===== config.mk =====
export PLATFORM = sky130hd
export DESIGN_NAME = dict_table_loader
export DESIGN_NICKNAME = d
export VERILOG_FILES = /design/src/rtl/dict_table_loader.sv
export SDC_FILE = /design/constraint.sdc
export NUM_CORES = 1
export LEC_CHECK = 0
export CORE_ASPECT_RATIO = 1.1
export CORE_UTILIZATION = 42
export DETAILED_ROUTE_END_ITERATION = 8
export PLACE_DENSITY = 0.84
export SYNTH_ARGS = -nofsm -noshare
export SYNTH_HDL_FRONTEND = slang
export SYNTH_SLANG_ARGS = --single-unit

===== constraint.sdc =====
create_clock -name clk -period 3.39 [get_ports clk]
set_clock_uncertainty 0.15 [all_clocks]
set_input_delay 0.8475 -clock clk [delete_from_list [all_inputs] [get_ports clk]]
set_output_delay 0.8475 -clock clk [all_outputs]
set_load 0.02 [all_outputs]

===== src/rtl/dict_table_loader.sv =====
// rtl/dict_table_loader.sv - boot-time loader that fetches the dictionary table and programs dict1/2/3
module dict_table_loader #(
  parameter int unsigned FIELD1_VAL_WIDTH = 7,
  parameter int unsigned FIELD2_VAL_WIDTH = 10,
  parameter int unsigned FIELD3_VAL_WIDTH = 15,
  parameter int unsigned FIELD1_ENTRIES   = 8,
  parameter int unsigned FIELD2_ENTRIES   = 32,
  parameter int unsigned FIELD3_ENTRIES   = 256,
  parameter logic [31:0] TABLE_BASE       = 32'h0001_0000
) (
  input  logic                        clk,
  input  logic                        reset,
  input  logic                        start,
  output logic                        busy,
  output logic                        done,
  input  logic                        ctrl_mem_req_valid,
  input  logic [31:0]                 ctrl_mem_req_addr,
  output logic                        ctrl_mem_req_ready,
  output logic [31:0]                 ctrl_mem_req_rdata,
  output logic                        mem_req_valid,
  output logic [31:0]                 mem_req_addr,
  input  logic                        mem_req_ready,
  input  logic [31:0]                 mem_req_rdata,
  output logic                        dict1_write_enable,
  output logic [FIELD1_VAL_WIDTH-1:0] dict1_write_val,
  output logic                        dict2_write_enable,
  output logic [FIELD2_VAL_WIDTH-1:0] dict2_write_val,
  output logic                        dict3_write_enable,
  output logic [FIELD3_VAL_WIDTH-1:0] dict3_write_val
);

  // Field boundaries expressed as word indices.
  localparam logic [31:0] FIELD1_END = 32'(FIELD1_ENTRIES);
  localparam logic [31:0] FIELD2_END = 32'(FIELD1_ENTRIES + FIELD2_ENTRIES);
  localparam logic [31:0] LAST_IDX   = 32'(FIELD1_ENTRIES + FIELD2_ENTRIES + FIELD3_ENTRIES - 1);

  typedef enum logic [1:0] {
    ST_IDLE,
    ST_LOAD,
    ST_DONE
  } state_t;

  // Per-word sub-phase inside LOAD: address setup, request outstanding, post-capture gap.
  typedef enum logic [1:0] {
    PH_SETUP,
    PH_REQ,
    PH_GAP
  } phase_t;

  state_t      state;
  phase_t      phase;
  logic [31:0] word_idx;
  logic        load_valid;
  logic [31:0] load_addr;

  // Loader FSM: sequences one table word at a time and emits registered dictionary write pulses.
  always_ff @(posedge clk or posedge reset) begin
    if (reset) begin
      state              <= ST_IDLE;
      phase              <= PH_SETUP;
      word_idx           <= 32'd0;
      load_valid         <= 1'b0;
      load_addr          <= 32'd0;
      busy               <= 1'b0;
      done               <= 1'b0;
      dict1_write_enable <= 1'b0;
      dict1_write_val    <= '0;
      dict2_write_enable <= 1'b0;
      dict2_write_val    <= '0;
      dict3_write_enable <= 1'b0;
      dict3_write_val    <= '0;
    end else begin
      // Write pulses last exactly one cycle; values are cleared between pulses.
      dict1_write_enable <= 1'b0;
      dict1_write_val    <= '0;
      dict2_write_enable <= 1'b0;
      dict2_write_val    <= '0;
      dict3_write_enable <= 1'b0;
      dict3_write_val    <= '0;
      case (state)
        ST_IDLE: begin
          if (start) begin
            state    <= ST_LOAD;
            phase    <= PH_SETUP;
            word_idx <= 32'd0;
            busy     <= 1'b1;
          end
        end
        ST_LOAD: begin
          case (phase)
            PH_SETUP: begin
              load_addr  <= TABLE_BASE + (word_idx << 2);
              load_valid <= 1'b1;
              phase      <= PH_REQ;
            end
            PH_REQ: begin
              if (mem_req_ready) begin
                load_valid <= 1'b0;
                phase      <= PH_GAP;
                if (word_idx < FIELD1_END) begin
                  dict1_write_enable <= 1'b1;
                  dict1_write_val    <= mem_req_rdata[FIELD1_VAL_WIDTH-1:0];
                end else if (word_idx < FIELD2_END) begin
                  dict2_write_enable <= 1'b1;
                  dict2_write_val    <= mem_req_rdata[FIELD2_VAL_WIDTH-1:0];
                end else begin
                  dict3_write_enable <= 1'b1;
                  dict3_write_val    <= mem_req_rdata[FIELD3_VAL_WIDTH-1:0];
                end
              end
            end
            default: begin
              // Gap cycle: a ready seen here belongs to no request and is ignored.
              if (word_idx == LAST_IDX) begin
                state <= ST_DONE;
                busy  <= 1'b0;
                done  <= 1'b1;
              end else begin
                word_idx <= word_idx + 32'd1;
                phase    <= PH_SETUP;
              end
            end
          endcase
        end
        default: begin
          // Reload only when the controller has nothing in flight.
          if (start && !ctrl_mem_req_valid) begin
            state    <= ST_LOAD;
            phase    <= PH_SETUP;
            word_idx <= 32'd0;
            busy     <= 1'b1;
            done     <= 1'b0;
          end
        end
      endcase
    end
  end

  // Port ownership: the controller is wired straight through to memory once loading is done.
  assign mem_req_valid      = (state == ST_DONE) ? ctrl_mem_req_valid : load_valid;
  assign mem_req_addr       = (state == ST_DONE) ? ctrl_mem_req_addr  : load_addr;
  assign ctrl_mem_req_ready = (state == ST_DONE) & mem_req_ready;
  assign ctrl_mem_req_rdata = mem_req_rdata;

endmodule


Word level (Yosys, flattened, before mapping):

Index checks and enable logic that the tools add are counted.

* bits in registers: 106
* input bits: 69

* add/subtract/negate cells: 2
* bitwise operators: 2
* reduce and logical (&&, ||, !) cells: 14
* eq/ne operators: 11
* magnitude comparators: 2
* multiplexer cells: 57

Operators with widths (count)
* $mux W32: 5
* $mux W15: 5
* $pmux W32 S2: 1
* $mux W10: 5
* $add A17 B32 Y32 const A: 1
* $add A32 B1 Y32 const B: 1
* $eq A32 B9 Y1 const B: 1
* $lt A32 B4 Y1 const B: 1
* $lt A32 B6 Y1 const B: 1
* $mux W7: 4
* $mux W1: 23
* $mux W2: 8
* $reduce_and A4 Y1: 4
* $pmux W2 S2: 3
* $ne A2 B2 Y1 const B: 5
* $pmux W1 S2: 3
* $eq A2 B1 Y1 const B: 2
* $logic_not A2 Y1: 2
* $ne A4 B2 Y1 const B: 1
* $reduce_bool A2 Y1: 2
* $ne A3 B3 Y1 const B: 1
* $reduce_and A3 Y1: 1
* $reduce_bool A3 Y1: 1
* $eq A2 B2 Y1 const B: 1
* 6 further kinds: 6

Logic depth before layout (Yosys ltp):

* depth in word-level cells: 6
* mapped depth: 9
* gate-level depth less buffers: 7

Worst setup path before layout:

No wires, ideal clock.

* path kind: register to output
* start point: register state[0]
* end point: output mem_req_addr[10]
* setup slack: 778 ps
* stages on the path, launching flop included: 4
* path buffers: 1
* arrival: 1614 ps
* cell sequence: dfrtp_1 nor2_1 clkbuf_1 mux2_2

* word-level cells in the longest chain between the ends: 2

RTL lines
* from (decl): RTL line 50 `state_t state;`
* from (signal assigned): RTL line 59 `state <= ST_IDLE;`
* from (signal assigned): RTL line 83 `state <= ST_LOAD;`
* from (signal assigned): RTL line 115 `state <= ST_DONE;`
* $eq A2 B2 Y1: RTL line 141 `assign mem_req_addr = (state == ST_DONE) ? ctrl_mem_req_addr : load_addr;`
* $mux W32: RTL line 141
* to (decl): RTL line 21 `output logic [31:0] mem_req_addr,`

No other way between the ends.

Worst setup path after layout:

* start point: register state[1]
* end point: output mem_req_addr[12]

The elaborated chain is that of the path after synthesis.

==> flow_summary.toml <==
[outcome]
status = "finished, final reports clean"

[die]
die_height_um = 118
start_util = 0.429
ios = 172
coreArea_sq_mm = 0.0120
die_x_um = 108
num_rows = 42
die_area_sq_mm = 0.0127

[cts]
clk_latency_ps = 350
clockBufferDepth = 2
htree_levels = 3
cts_made_buffers = 9
cts_setup_buffers = 0
clk_pin_slew_ps = 70
postCtsResizedCells = 0
root_buffer = "clkbuf_16"
holdBufCountCts = 0
cts_sinks = 103
cts_tree = "yes"

[global_route]
grt_max_degree = 104
grt_pass1_vias = 3885
grt-ovfl-total = 0
antenna_found_initial = 0
grt_usage = 0.199
grt_pass1_wl_um = 19600

[drt]
viasPerCell = 5.29
ant_nets = 0
dr.first_iter.drc_count = 265
wl_per_cell_um = 16.0
first_pass_iters = 4
routed_wl_um = 12000
via_count = 3965
drc_errors = 0

[synthesis]
yosys.cell_types.count = 42
yosys_register_bits = 103
syn-num-nets = 559
yosysTopAreaCell = "dfrtp_1"
synth_common_cells = "dfrtp_1, mux2_2, and2_1"
synth_top_area_frac = 0.501
async_reset_ff_frac = 1.00
ys_warn_count = 0
avgSynthCellArea_sq_um = 10.6
netlist_area_sq_mm = 0.00514
synthTopCellsByArea = "dfrtp_1, mux2_2, and2_1"
synth.most_common_cell = "dfrtp_1"
synth.yosys.seq_area_share = 0.501
synth_edf_count = 0
synth_flop_cell = "dfrtp_1"
syn_inst = 487

[power_and_ir_drop]
peakVddDrop_mv = 0.313
report.power.total_mw = 4.03
p_per_area_mw_per_mm2 = 593
leakage_nw = 2.87

[worst_setup_path]
crit_path_end_kind = "output port"
worst_path_max_delay_cell = "clkdlybuf4s50_1"
crit_family = "buffers and inverters"
regToRegEndpoint = "dict1_write_val[3]"
crit_cells = 5
timing.rr.start = "word_idx[14]"
crit_end = "mem_req_addr[12]"
critPathBufInv = 3
cp_data_arrival_time_ps = 2210
slowest_delay_ps = 560
rrSetupSlack_ps = 760
crit_path_start_kind = "register"
critical_path_class = "reg -> out"
critPathMaxFanout = 34
crit_required_ps = 2390
critical_path.startpoint = "state[1]"
path_cells = "inv_1 -> nor2_4 -> buf_12 -> mux2_2 -> clkdlybuf4s50_1"
reg2regPathDepth = 7

[finish]
syn2layout_area_growth_pct = 32.2
final_nets = 662
antennaDiodeCount = 0
drive_gt1_frac = 0.148
fillers = 979

[sta]
finalSetupViolations = 0
min_period_ps = 3210
finalCritPeriodShare = 0.946
slew_headroom = 0.459
hold_viol_final = 0
max_freq_mhz = 312
slew_viol_final = 0
grt_setup_unrepaired = "no"
tightest_slew_ps = 808
finalSetupTns_ps = 0

[placement]
hpwl_um = 8540
place.gp.congestion = 0.880
port_buffers = 137

[min_path]
hp-class = "reg -> reg"

[flow_run]
cap_violations = 0
[metrics by stage]
step | hold slack (ps) | cells | setup WS [ps] | instance area [sq um] | util
3_5_place_dp | 346 | 733 | 257 | 6500 | 0.542
3_3_place_gp | 349 | 733 | 317 | 6500 | 0.542
6_report | 357 | 749 | 184 | 6800 | 0.568
2_1_floorplan | 296 | 487 | 778 | 5150 | -
4_1_cts | 362 | 749 | 173 | 6800 | 0.568
5_1_grt | 384 | 749 | 117 | 6800 | 0.568
[final cells by class]
| type | instances | area [sq um] | area share |
|---|---|---|---|
| Clock inverter | 7 | 78.8 | 0.0116 |
| Inverter | 10 | 41.3 | 0.00607 |
| Clock buffer | 9 | 225 | 0.0331 |
| Sequential cell | 103 | 2580 | 0.379 |
| Timing Repair Buffer | 150 | 1490 | 0.220 |
| Multi-Input combinational cell | 316 | 2190 | 0.322 |
| Tap cell | 154 | 193 | 0.0283 |
[how the worst min path moves through the flow]
stage,from,end,slack [ps],cells after the start
floorplan,load_valid,load_valid,300,1
global placement,load_addr[2],load_addr[2],350,1
detailed placement,load_addr[2],load_addr[2],350,1
CTS,load_addr[2],load_addr[2],360,1
global route,load_valid,load_valid,380,1
finish,load_addr[2],load_addr[2],360,1
[state kept, by name, indices dropped and copies added (netlist names)]
name,cells
dict1_write_enable,1
dict1_write_val,7
dict2_write_enable,1
dict2_write_val,10
dict3_write_enable,1
dict3_write_val,15
done,1
load_addr,30
load_valid,1
phase,2
state,2
word_idx,32
[where the power goes]
group	internal, mW	switching, mW
combinational	0.686	0.725
clock	0.581	0.471
sequential	1.43	0.141
[per-layer routing]
| metal | routed length, um | global-route usage |
|---|---|---|
| met1 | 4840 | 0.242 |
| met2 | 6310 | 0.343 |
| met3 | 575 | 0.0443 |
| met4 | 242 | 0.0728 |
| met5 | 0 | 0 |
[cells by family after synthesis]
logic type                 synth area share
DFF                                   0.501
buffers and inverters                0.0754
adders and majority gates           0.00730
AOI/OAI and AO/OA                    0.0713
muxes                                 0.103
and+or+nand+nor                       0.196
xor gates and xnor gates             0.0460
[placed cells by master, fill, tap and decap left out, types with 8 or more instances in the layout]
| cell | synthesis | final |
|---|---|---|
| a21oi_1 | 31 | 31 |
| and2_1 | 39 | 39 |
| buf_4 | 32 | 11 |
| clkbuf_16 | 0 | 9 |
| clkdlybuf4s50_1 | 0 | 137 |
| dfrtp_1 | 103 | 103 |
| inv_1 | 10 | 9 |
| mux2_2 | 46 | 46 |
| nand2_1 | 27 | 27 |
| nand3_1 | 11 | 11 |
| nand4_1 | 8 | 8 |
| nor2_1 | 37 | 36 |
| nor3_1 | 8 | 8 |
| nor4_1 | 9 | 9 |
| o21ai_0 | 15 | 15 |
| or3_1 | 10 | 10 |
| xnor2_1 | 17 | 17 |
| xor2_1 | 10 | 10 |
(Power assumes the default switching activity.)
